--- src/rtl/boss_ctrl.sv ---
// Boss behaviour sequencer: target arbitration with aggro hysteresis, frame-tick
// driven chase/windup/attack/cooldown phases, enrage and death flags.
module boss_ctrl #(
  parameter int unsigned WINDUP_FRAMES   = 30,
  parameter int unsigned ATTACK_FRAMES   = 10,
  parameter int unsigned COOLDOWN_FRAMES = 60,
  parameter int unsigned ATTACK_RANGE    = 150,
  parameter int unsigned ENRAGE_HP       = 30,
  parameter int unsigned AGGRO_HYST      = 2
) (
  input  logic        clk,
  input  logic        rst,
  input  logic        frame_tick,
  input  logic [1:0]  game_active,
  input  logic [6:0]  boss_hp,
  input  logic [11:0] boss_x,
  input  logic [11:0] char_x,
  input  logic [11:0] player_2_x,
  input  logic [3:0]  class_aggro,
  input  logic [3:0]  player_2_aggro,
  input  logic        player_2_data_valid,
  output logic        target_sel,
  output logic [11:0] target_x,
  output logic        move_en,
  output logic [2:0]  boss_state,
  output logic        attack_start,
  output logic        attack_active,
  output logic        enraged
);

  localparam int unsigned CNT_W        = 7;
  localparam int unsigned POS_W        = 12;
  localparam int unsigned AGGRO_SUM_W  = 5;
  localparam int unsigned WINDUP_ENR   = ((WINDUP_FRAMES >> 1) == 0) ? 1 : (WINDUP_FRAMES >> 1);
  localparam int unsigned COOLDOWN_ENR = ((COOLDOWN_FRAMES >> 1) == 0) ? 1 : (COOLDOWN_FRAMES >> 1);

  typedef enum logic [2:0] {
    S_IDLE     = 3'd0,
    S_CHASE    = 3'd1,
    S_WINDUP   = 3'd2,
    S_ATTACK   = 3'd3,
    S_COOLDOWN = 3'd4,
    S_DEAD     = 3'd5
  } state_t;

  state_t             r_state;
  logic [CNT_W-1:0]   r_cnt;
  logic               r_target_sel;
  logic [POS_W-1:0]   r_target_x;
  logic               r_move_en;
  logic               r_attack_start;
  logic               r_attack_active;
  logic               r_enraged;

  state_t             w_state_nxt;
  logic [CNT_W-1:0]   w_cnt_nxt;
  logic               w_sel_nxt;
  logic               w_start_nxt;
  logic               w_enr_nxt;

  logic               w_fight;
  logic               w_hp_zero;
  logic               w_enr_cond;
  logic [3:0]         w_cur_aggro;
  logic [3:0]         w_oth_aggro;
  logic               w_switch;
  logic               w_arb_sel;
  logic [POS_W-1:0]   w_arb_x;
  logic [POS_W-1:0]   w_dist;
  logic [CNT_W-1:0]   w_windup_load;
  logic [CNT_W-1:0]   w_cooldown_load;

  assign w_fight    = (game_active == 2'b01);
  assign w_hp_zero  = (boss_hp == 7'd0);
  assign w_enr_cond = w_fight && !w_hp_zero && (boss_hp <= 7'(ENRAGE_HP));

  // Hysteresis compare in 5 bits so 15 + margin cannot wrap into a false switch
  assign w_cur_aggro = r_target_sel ? player_2_aggro : class_aggro;
  assign w_oth_aggro = r_target_sel ? class_aggro : player_2_aggro;
  assign w_switch    = (AGGRO_SUM_W'(w_oth_aggro)) >=
                       (AGGRO_SUM_W'(w_cur_aggro) + AGGRO_SUM_W'(AGGRO_HYST));
  assign w_arb_sel   = player_2_data_valid ? (w_switch ? ~r_target_sel : r_target_sel) : 1'b0;
  assign w_arb_x     = w_arb_sel ? player_2_x : char_x;
  assign w_dist      = (boss_x >= w_arb_x) ? (boss_x - w_arb_x) : (w_arb_x - boss_x);

  assign w_windup_load   = r_enraged ? CNT_W'(WINDUP_ENR - 1)   : CNT_W'(WINDUP_FRAMES - 1);
  assign w_cooldown_load = r_enraged ? CNT_W'(COOLDOWN_ENR - 1) : CNT_W'(COOLDOWN_FRAMES - 1);

  // Next-state, counter, target and flag logic
  always_comb begin
    w_state_nxt = r_state;
    w_cnt_nxt   = r_cnt;
    w_sel_nxt   = r_target_sel;
    w_start_nxt = 1'b0;
    w_enr_nxt   = r_enraged | w_enr_cond;
    if (!w_fight) begin
      w_state_nxt = S_IDLE;
      w_cnt_nxt   = '0;
      w_enr_nxt   = 1'b0;
    end else begin
      if (frame_tick && !player_2_data_valid) begin
        w_sel_nxt = 1'b0;
      end
      if (w_hp_zero && (r_state != S_IDLE)) begin
        w_state_nxt = S_DEAD;
      end else if (frame_tick) begin
        unique case (r_state)
          S_IDLE: begin
            if (!w_hp_zero) w_state_nxt = S_CHASE;
          end
          S_CHASE: begin
            w_sel_nxt = w_arb_sel;
            if (w_dist <= POS_W'(ATTACK_RANGE)) begin
              w_state_nxt = S_WINDUP;
              w_cnt_nxt   = w_windup_load;
            end
          end
          S_WINDUP: begin
            if (r_cnt == '0) begin
              w_state_nxt = S_ATTACK;
              w_cnt_nxt   = CNT_W'(ATTACK_FRAMES - 1);
              w_start_nxt = 1'b1;
            end else begin
              w_cnt_nxt = r_cnt - 1'b1;
            end
          end
          S_ATTACK: begin
            if (r_cnt == '0) begin
              w_state_nxt = S_COOLDOWN;
              w_cnt_nxt   = w_cooldown_load;
            end else begin
              w_cnt_nxt = r_cnt - 1'b1;
            end
          end
          S_COOLDOWN: begin
            if (r_cnt == '0) begin
              w_state_nxt = S_CHASE;
            end else begin
              w_cnt_nxt = r_cnt - 1'b1;
            end
          end
          S_DEAD: w_state_nxt = S_DEAD;
          default: w_state_nxt = S_IDLE;
        endcase
      end
    end
  end

  always_ff @(posedge clk or negedge rst) begin
    if (!rst) begin
      r_state         <= S_IDLE;
      r_cnt           <= '0;
      r_target_sel    <= 1'b0;
      r_target_x      <= '0;
      r_move_en       <= 1'b0;
      r_attack_start  <= 1'b0;
      r_attack_active <= 1'b0;
      r_enraged       <= 1'b0;
    end else begin
      r_state         <= w_state_nxt;
      r_cnt           <= w_cnt_nxt;
      r_target_sel    <= w_sel_nxt;
      r_target_x      <= w_sel_nxt ? player_2_x : char_x;
      r_move_en       <= (w_state_nxt == S_CHASE);
      r_attack_start  <= w_start_nxt;
      r_attack_active <= (w_state_nxt == S_ATTACK);
      r_enraged       <= w_enr_nxt;
    end
  end

  assign target_sel    = r_target_sel;
  assign target_x      = r_target_x;
  assign move_en       = r_move_en;
  assign boss_state    = r_state;
  assign attack_start  = r_attack_start;
  assign attack_active = r_attack_active;
  assign enraged       = r_enraged;

endmodule

--- config.mk ---
export PLATFORM = sky130hd
export DESIGN_NAME = boss_ctrl
export DESIGN_NICKNAME = d
export VERILOG_FILES = /design/src/rtl/boss_ctrl.sv
export SDC_FILE = /design/constraint.sdc
export NUM_CORES = 1
export LEC_CHECK = 0
export BUFFER_PORTS_ARGS = -buffer_cell sky130_fd_sc_hd__buf_2
export CORE_MARGIN = 2
export CORE_UTILIZATION = 55
export DETAILED_ROUTE_END_ITERATION = 6
export PLACE_DENSITY = 0.89
export SLEW_MARGIN = 30
export SYNTH_ARGS = -nofsm -noshare
export SYNTH_HDL_FRONTEND = slang
export SYNTH_SLANG_ARGS = --single-unit
--- constraint.sdc ---
create_clock -name clk -period 13.8 [get_ports clk]
set_clock_uncertainty 0.2 [all_clocks]
set_input_delay 1.38 -clock clk [delete_from_list [all_inputs] [get_ports clk]]
set_output_delay 1.38 -clock clk [all_outputs]
set_load 0.05 [all_outputs]
* After elaboration in Yosys (flattened, before gate mapping)
Index checks and enable logic that the tools add are counted.
Cells by class: $add $sub $neg 4, multipliers 0, divide/modulo/power cells 0, $lt $le $gt $ge 4, eq/ne operators 13, shifts and indexed selects 0, multiplexer cells 37, bitwise operators 2, reduce and logical (&&, ||, !) cells 11
Operators with widths (number):
- $mux W7 | 7
- $mux W12 | 3
- $pmux W7 S4 | 1
- $mux W3 | 8
- $sub A12 B12 Y12 | 2
- $pmux W3 S6 | 1
- $logic_not A7 Y1 | 2
- $mux W1 | 13
- $ge A12 B12 Y1 | 1
- $le A12 B8 Y1 const B | 1
- $eq A3 B2 Y1 const B | 3
- $mux W4 | 2
- $le A7 B5 Y1 const B | 1
- $sub A7 B1 Y7 const B | 1
- $eq A3 B1 Y1 const B | 2
- $eq A3 B3 Y1 const B | 2
- $mux W6 | 1
- $ne A3 B3 Y1 const B | 2
- $add A4 B2 Y5 const B | 1
- $ge A4 B5 Y1 | 1
- $mux W5 | 1
- $ne A5 B1 Y1 const B | 1
- $reduce_and A5 Y1 | 1
- $logic_and A1 B1 Y1 | 4
- 7 further kinds | 9
Storage, ports and cells: register bits after elaboration 27, bits in latches 0, bits in writable memories 0, bits in read-only memories 0, bits of input ports 57, output and inout bits 20, word-level logic and storage cells 79, memories 0

* Logic depth before layout (Yosys ltp)
Gate-level depths: netlist (run 1).
word-level depth 15, depth in mapped cells 26

* Least setup slack after synthesis (run 1)
No wires, ideal clock.
kind input -> register, from input player_2_aggro[1], to register r_cnt[3], setup time 0.126 ns, data arrival time 6.123 ns, data required time 13.474 ns, setup slack 7.351 ns, stages on the path 23, buffers on the path 2, path through mux2_2 ha_1 inv_1 ha_1 a21o_1 a21oi_1 a31oi_1 xor2_1 nand2_1 buf_1 mux2_2 ha_1 buf_6 a21oi_2 o21ai_1 a221o_1 nor2_4 mux2i_1 xnor2_1 nor4_4 a31o_4 o22ai_4 a221o_1
On the way: longest elaborated chain between the ends 11
Ends and longest elaborated chain:
- start: declaration | line 20 | input logic [3:0] player_2_aggro,
- $mux W4 | line 78 | assign w_cur_aggro = r_target_sel ? player_2_aggro : class_aggro;
- $add A4 B2 Y5 | line 81 | (AGGRO_SUM_W'(w_cur_aggro) + AGGRO_SUM_W'(AGGRO_HYST));
- $ge A4 B5 Y1 (*) | line 80 | assign w_switch = (AGGRO_SUM_W'(w_oth_aggro)) >=
- $mux W1 (*) (2 in series) | line 82 | assign w_arb_sel = player_2_data_valid ? (w_switch ? ~r_target_sel : r_target_sel) : 1'b0;
- $mux W12 (*) | line 83 | assign w_arb_x = w_arb_sel ? player_2_x : char_x;
- $sub A12 B12 Y12 / $ge A12 B12 Y1 (equally long branches) | line 84 | assign w_dist = (boss_x >= w_arb_x) ? (boss_x - w_arb_x) : (w_arb_x - boss_x);
- $mux W12 (*) | line 84
- $le A12 B8 Y1 (*) | line 113 | if (w_dist <= POS_W'(ATTACK_RANGE)) begin
- $ne A3 B3 Y1 (no line) (*)
- $reduce_and A5 Y1 (no line) (*)
- end signal: assignment | line 161 | r_cnt <= w_cnt_nxt;
- end: declaration | line 47 | logic [CNT_W-1:0] r_cnt;
Mark *: on every way between the ends. The rest lies on a longest branch, timed or not. A chain may end at the register's enable or synchronous reset.

* Worst setup path after layout (run 1)
from input player_2_aggro[1], to register r_move_en (netlist: move_en)
On the way: longest elaborated chain between the ends 15
Ends and longest elaborated chain:
- $mux W4 | line 78
- $add A4 B2 Y5 | line 81
- $ge A4 B5 Y1 (*) | line 80
- $mux W1 (*) (2 in series) | line 82
- $mux W12 (*) | line 83
- $sub A12 B12 Y12 / $ge A12 B12 Y1 (equally long branches) | line 84
- $mux W12 (*) | line 84
- $le A12 B8 Y1 (*) | line 113
- $mux W3 (*) | line 113
- $pmux W3 S6 (*) | line 107 | unique case (r_state)
- $mux W3 (*) | line 106 | end else if (frame_tick) begin
- $mux W3 (*) | line 104 | if (w_hp_zero && (r_state != S_IDLE)) begin
- $mux W3 (*) | line 96 | if (!w_fight) begin
- $eq A3 B1 Y1 (*) | line 164 | r_move_en <= (w_state_nxt == S_CHASE);
- end signal: assignment | line 164
- end: declaration | line 50 | logic r_move_en;
Marked as above.

==> results.cfg, run 1 <==
[placement]
place_congestion = 0.991
placed_area_um2 = 3620
post-dp-hpwl_um = 6390
portBuffers = 76

[worst_hold_path]
min_path_type = reg2reg

[critical_path]
crit_arrival_ns = 6.72
worstSetupEndpointType = flip-flop
cp_max_fo = 13
crit_required_ns = 13.76
worstSetupPathType = in2reg
start_kind = primary input

[floorplanning]
dieArea_um2 = 6520
die_x_um = 80.8
start_util_pct = 57.8
placementRows = 27
num_io_pins = 77
coreArea_um2 = 5610
die_height_um = 80.8

[clock_network]
cts_setup_buffers = 0
insertion_delay_ns = 0.29
numCtsBuffers = 3
cts_max_path_buffers = 2
cts_hold_buf = 0
h-tree-depth = 1
path_clk_slew_ns = 0.10
cts_tree = done
post_cts_resized = 0
cts.sinks = 27
clockRootBuffer = clkbuf_8

[grt]
grt_max_degree = 28
grt_pass1_wl_um = 13300
grt_pass1_vias = 3026
overflow = 0
grt_usage_pct = 25.4
antenna_found_initial = 0

[drt]
vias = 3076
firstDrtPassIters = 5
drc = 0
drt-wirelength-per-cell_um = 16.0
drt-initial-drc-count = 193
viasPerCell = 6.12
postRouteWirelength_um = 8070
ant_nets = 0

[yosys]
avgSynthCellArea_um2 = 8.81
synth_cell_type_count = 70
async_flop_share_pct = 100
syn-num-nets = 456
syn_area_um2 = 3240
synth_edf_count = 0
synth-warning-count = 0
ys_ff_latch = 27
netlist_instances = 368
synth_ff_type = dfrtp_1
ys_seq_area_share_pct = 20.8

[pwr]
leakage_uw = 0.00173
pwr-share-comb_pct = 58.2
intPower_uw = 178
powerDensity_nw_per_um2 = 87.3
ir_drop_mv = 0.0442
p_switching_uw = 142
seqPwrFrac_pct = 26.8
clkPwrFrac_pct = 15.0
switching_share_pct = 44.5

[sta]
hold_violations = 0
slew_viol_final = 0
setup_tns_ns = 0
setup_viol = 0
fin_crit_sh_pct = 49.0
period_needed_ns = 6.76
tightest_slew_ns = 0.742
slew_headroom_pct = 49.9
rsz0062_at_grt = false
max_freq_mhz = 148

[final_layout]
final_nets = 520
stdcell_area_um2 = 3670
diodes = 0
syn_to_final_growth_pct = 13.2
drive_above_1_share_pct = 31.1

[outcome]
status = finished, final reports clean

[flow_run]
drv_cap = 0
[final timing paths]
kind,from,to,slack (ns),cells past startpoint
min reg2reg,r_cnt[6],r_cnt[6],0.35,1
min,r_cnt[6],r_cnt[6],0.35,1
max in group asynchronous,rst,target_x[0],12.10,1
max reg2reg,target_sel,move_en,7.49,20
max,player_2_aggro[1],move_en,7.04,21
min in group asynchronous,rst,target_x[11],0.89,1
[metal layers]
metal	up-vias	share of wire, %	track usage, %
li1	1463	-	-
met4	0	1.9	7.46
met3	16	6.3	3.67
met2	121	52	47.7
met1	1476	40	29.8
met5	-	0	0
[kinds of logic (layout without fill, tap and decap cells)]
family	Yosys count	in the layout	share of synthesized area (%)
AO/OA/AOI/OAI	105	105	24.7
AND/OR/NAND/NOR	101	101	17.2
buffers and inverters	48	111	6.68
multiplexers	38	38	13.3
adder cells (fa/ha/maj)	32	32	12.7
flip-flops	27	27	20.8
XOR/XNOR	17	17	4.59
[flip-flops by register name, summed over array words and instances (netlist names)]
| signal | cells |
|---|---|
| attack_start | 1 |
| target_sel | 1 |
| r_cnt | 7 |
| boss_state | 3 |
| enraged | 1 |
| attack_active | 1 |
| target_x | 12 |
| move_en | 1 |
[power groups by stage]
stage | clock (µW) | combinational, µW | sequential (µW)
global placement | 0 | 178 | 87.2
global route | 50.6 | 203 | 86.6
floorplan | 0 | 134 | 98.6
finish | 48.1 | 186 | 85.9
detailed placement | 0 | 183 | 87.3
CTS | 47.7 | 184 | 85.8
[synthesized netlist by cell type (3+ instances only)]
library cell,number,area [µm²]
nand2b_1,12,75.1
nand3_1,6,30.0
clkbuf_1,7,26.3
xor2_1,8,70.1
a31oi_1,7,43.8
buf_4,3,22.5
a22o_1,5,43.8
o21a_1,3,22.5
dfrtp_1,27,676
inv_1,31,116
nor2b_1,3,18.8
mux2_2,30,338
xnor2_1,9,78.8
a21oi_2,4,35.0
nor3_1,7,35.0
nand2_1,29,109
ha_1,29,363
and2_1,6,37.5
mux2i_1,7,70.1
a21oi_1,23,115
o31ai_1,3,22.5
buf_6,3,33.8
o21ai_0,21,105
a21o_1,6,45.0
nor2_1,17,63.8
or2_2,3,18.8
[cell usage in the layout (no fill, tap or decap), drive strengths merged, types with 3 or more instances in the layout]
cell / n
xor2: 8
or2: 3
o21a: 3
mux2: 30
clkbuf: 4
buf: 76
a22o: 5
nand2: 29
o31ai: 4
nor2b: 3
and3: 3
nor3: 8
mux2i: 7
dfrtp: 27
xnor2: 9
o22ai: 3
o21ai: 22
a21oi: 27
a221oi: 3
nand2b: 12
and2: 6
ha: 29
a31oi: 7
a21o: 8
nand4: 3
inv: 31
nor2: 18
nand3: 6
[critical path, cell delays in order]
cell       delay, ns
buf_2           0.10
mux2_2          0.29
ha_1            0.29
inv_1           0.04
ha_1            0.27
a21o_1          0.16
a21oi_1         0.14
a31oi_1         0.07
xor2_1          0.15
nand2_1         0.48
mux2_2          0.42
ha_1            0.42
a21oi_1         0.31
a21oi_1         0.20
o311ai_0        0.71
o2111ai_1       0.29
a21oi_2         0.19
o2bb2ai_2       0.16
a21oi_1         0.13
nor3_1          0.41
nor3_1          0.11
[stage by stage]
stage	power [µW]	hold slack [ns]	setup WS [ns]	instances	util (%)
2_1_floorplan	233	0.273	7.35	368	-
3_3_place_gp	265	0.287	6.98	499	64.5
3_5_place_dp	271	0.300	6.76	499	64.6
4_1_cts	318	0.339	7.08	503	65.4
5_1_grt	340	0.366	6.66	503	65.4
6_report	320	0.345	7.04	503	65.4
[area by class of cell]
cell class	count	area, µm²
repair buffers	76	380
well taps	72	90.1
inverters	31	116
clock buffers	4	45.0
fillers	468	1940
flip-flops and latches	27	676
multi-input cells	293	2360
Note: power is estimated with default switching activity, not from simulation.
==> run 2: changes to the inputs <==
==> constraint.sdc (replaced) <==
create_clock -name clk -period 6.9 [get_ports clk]
set_clock_uncertainty 0.2 [all_clocks]
set_input_delay 0.69 -clock clk [delete_from_list [all_inputs] [get_ports clk]]
set_output_delay 0.69 -clock clk [all_outputs]
set_load 0.05 [all_outputs]
==> results.cfg, run 2 (same netlist as run 1, synthesis figures left out) <==
[grt]
grt_busiest_layer = met2
grt_pass1_wl_um = 12800
use_met1_pct = 29.6
antenna_found_initial = 0
grtUsageMet3_pct = 2.44
grt_max_degree = 28
overflow = 0
grt_usage_pct = 24.2
grt_use_met2_pct = 45.9
grt_pass1_vias = 2895

[drt]
postRouteWirelength_um = 7820
ant_nets = 0
drc = 0
vias = 3053
drt-initial-drc-count = 165
drt-wirelength-per-cell_um = 15.5
viasPerCell = 6.07
firstDrtPassIters = 6

[clock_network]
path_clk_slew_ns = 0.09
insertion_delay_ns = 0.27
h-tree-depth = 1
cts_tree = done
cts.sinks = 27
clockRootBuffer = clkbuf_8
cts_max_path_buffers = 2
cts_setup_buffers = 0
cts_hold_buf = 0
post_cts_resized = 0
numCtsBuffers = 3

[critical_path]
max_stage_delay_ns = 0.62
worstSetupPathType = reg2reg
crit_required_ns = 6.85
cp_slowest_cell = dfrtp_1
cp_cell_sequence = mux2_2 > ha_1 > inv_1 > ha_1 > a21o_1 > a21oi_1 > a31oi_1 > xor2_1 > nand2_1 > mux2_2 > ha_1 > nand3_1 > a21oi_1 > nor4b_2 > o31ai_1 > mux2i_1 > xnor2_1 > nor4_4 > a21oi_1 > nor3_1 > nor2_1
start_kind = flip-flop
worstSetupEndpointType = flip-flop
cp_max_fo = 13
crit_arrival_ns = 6.23

[sta]
slew_viol_final = 0
setup_tns_ns = 0
hold_ws_ns = 0.218
tightest_slew_ns = 0.696
slew_headroom_pct = 53.6
period_needed_ns = 6.28
max_freq_mhz = 159
layout_setup_ws_ns = 0.621
setup_viol = 0
hold_violations = 0
fin_crit_sh_pct = 91.0
rsz0062_at_grt = false

[final_layout]
largest_register_ffs = 12
final_cell_mix = buf_2 (76), inv_1 (31), mux2_2 (30)
drive_above_1_share_pct = 31.1
diodes = 0
syn_to_final_growth_pct = 13.2
final_nets = 520
layout_commonest_cell = buf_2

[placement]
place_congestion = 0.956
portBuffers = 76
post-dp-hpwl_um = 6270
pre_cts_slack_ns = 0.602

[floorplanning]
dieArea_um2 = 6520
num_io_pins = 77
die_height_um = 80.8
die_x_um = 80.8
start_util_pct = 57.8
placementRows = 27
coreArea_um2 = 5610

[pwr]
powerDensity_nw_per_um2 = 174
total_power_uw = 638
leakage_uw = 0.00173
ir_drop_mv = 0.0732

[outcome]
status = finished, final reports clean

[flow_run]
drv_cap = 0

[worst_hold_path]
min_path_type = in2async
==> run 2: stage by stage <==
step	cell area, µm²	instances	util, %
after CTS	3670	503	65.4
after detailed placement	3620	499	64.6
after global routing	3670	503	65.4
final	3670	503	65.4
after floorplan	3240	368	-
after global placement	3620	499	64.5
==> run 2: worst paths after layout <==
kind,from,endpoint,slack (ns),depth (start not counted)
setup / recovery,target_sel,boss_state[0],0.62,21
hold / removal,rst,r_cnt[2],0.22,1
setup reg to reg,target_sel,boss_state[0],0.62,21
hold reg to reg,r_cnt[6],r_cnt[6],0.34,1
max in group asynchronous,rst,target_x[0],5.89,1
min in group clk,r_cnt[6],r_cnt[6],0.34,1
==> run 2: power breakdown <==
group	internal (µW)	switching, µW
Combinational	149	224
Sequential	165	6.25
Clock	41.5	51.5
Total	356	282
==> run 2: final cells by class <==
type | instances | area, µm²
clock buffer | 4 | 45.0
sequential | 27 | 676
tap | 72 | 90.1
fill | 462 | 1940
inverter | 31 | 116
multi-input combinational | 293 | 2360
timing repair buffer | 76 | 380
==> run 2: per-layer routing <==
metal | part of all wire, % | wire length (µm) | vias to the layer above
li1 | - | - | 1459
met1 | 42 | 3260 | 1440
met2 | 50 | 3950 | 140
met3 | 6.6 | 519 | 14
met4 | 1.2 | 94 | 0
met5 | 0 | 0 | -
==> run 2: worst max-delay path, delay by kind of cell, from the launching register on <==
kind	cells	cell delay, ns
xor+xnor	2	0.32
simple gates	6	1.68
compound gates	6	1.13
mux	3	1.01
buf+inv	1	0.04
fa+ha+maj	3	1.15
flops	1	0.62
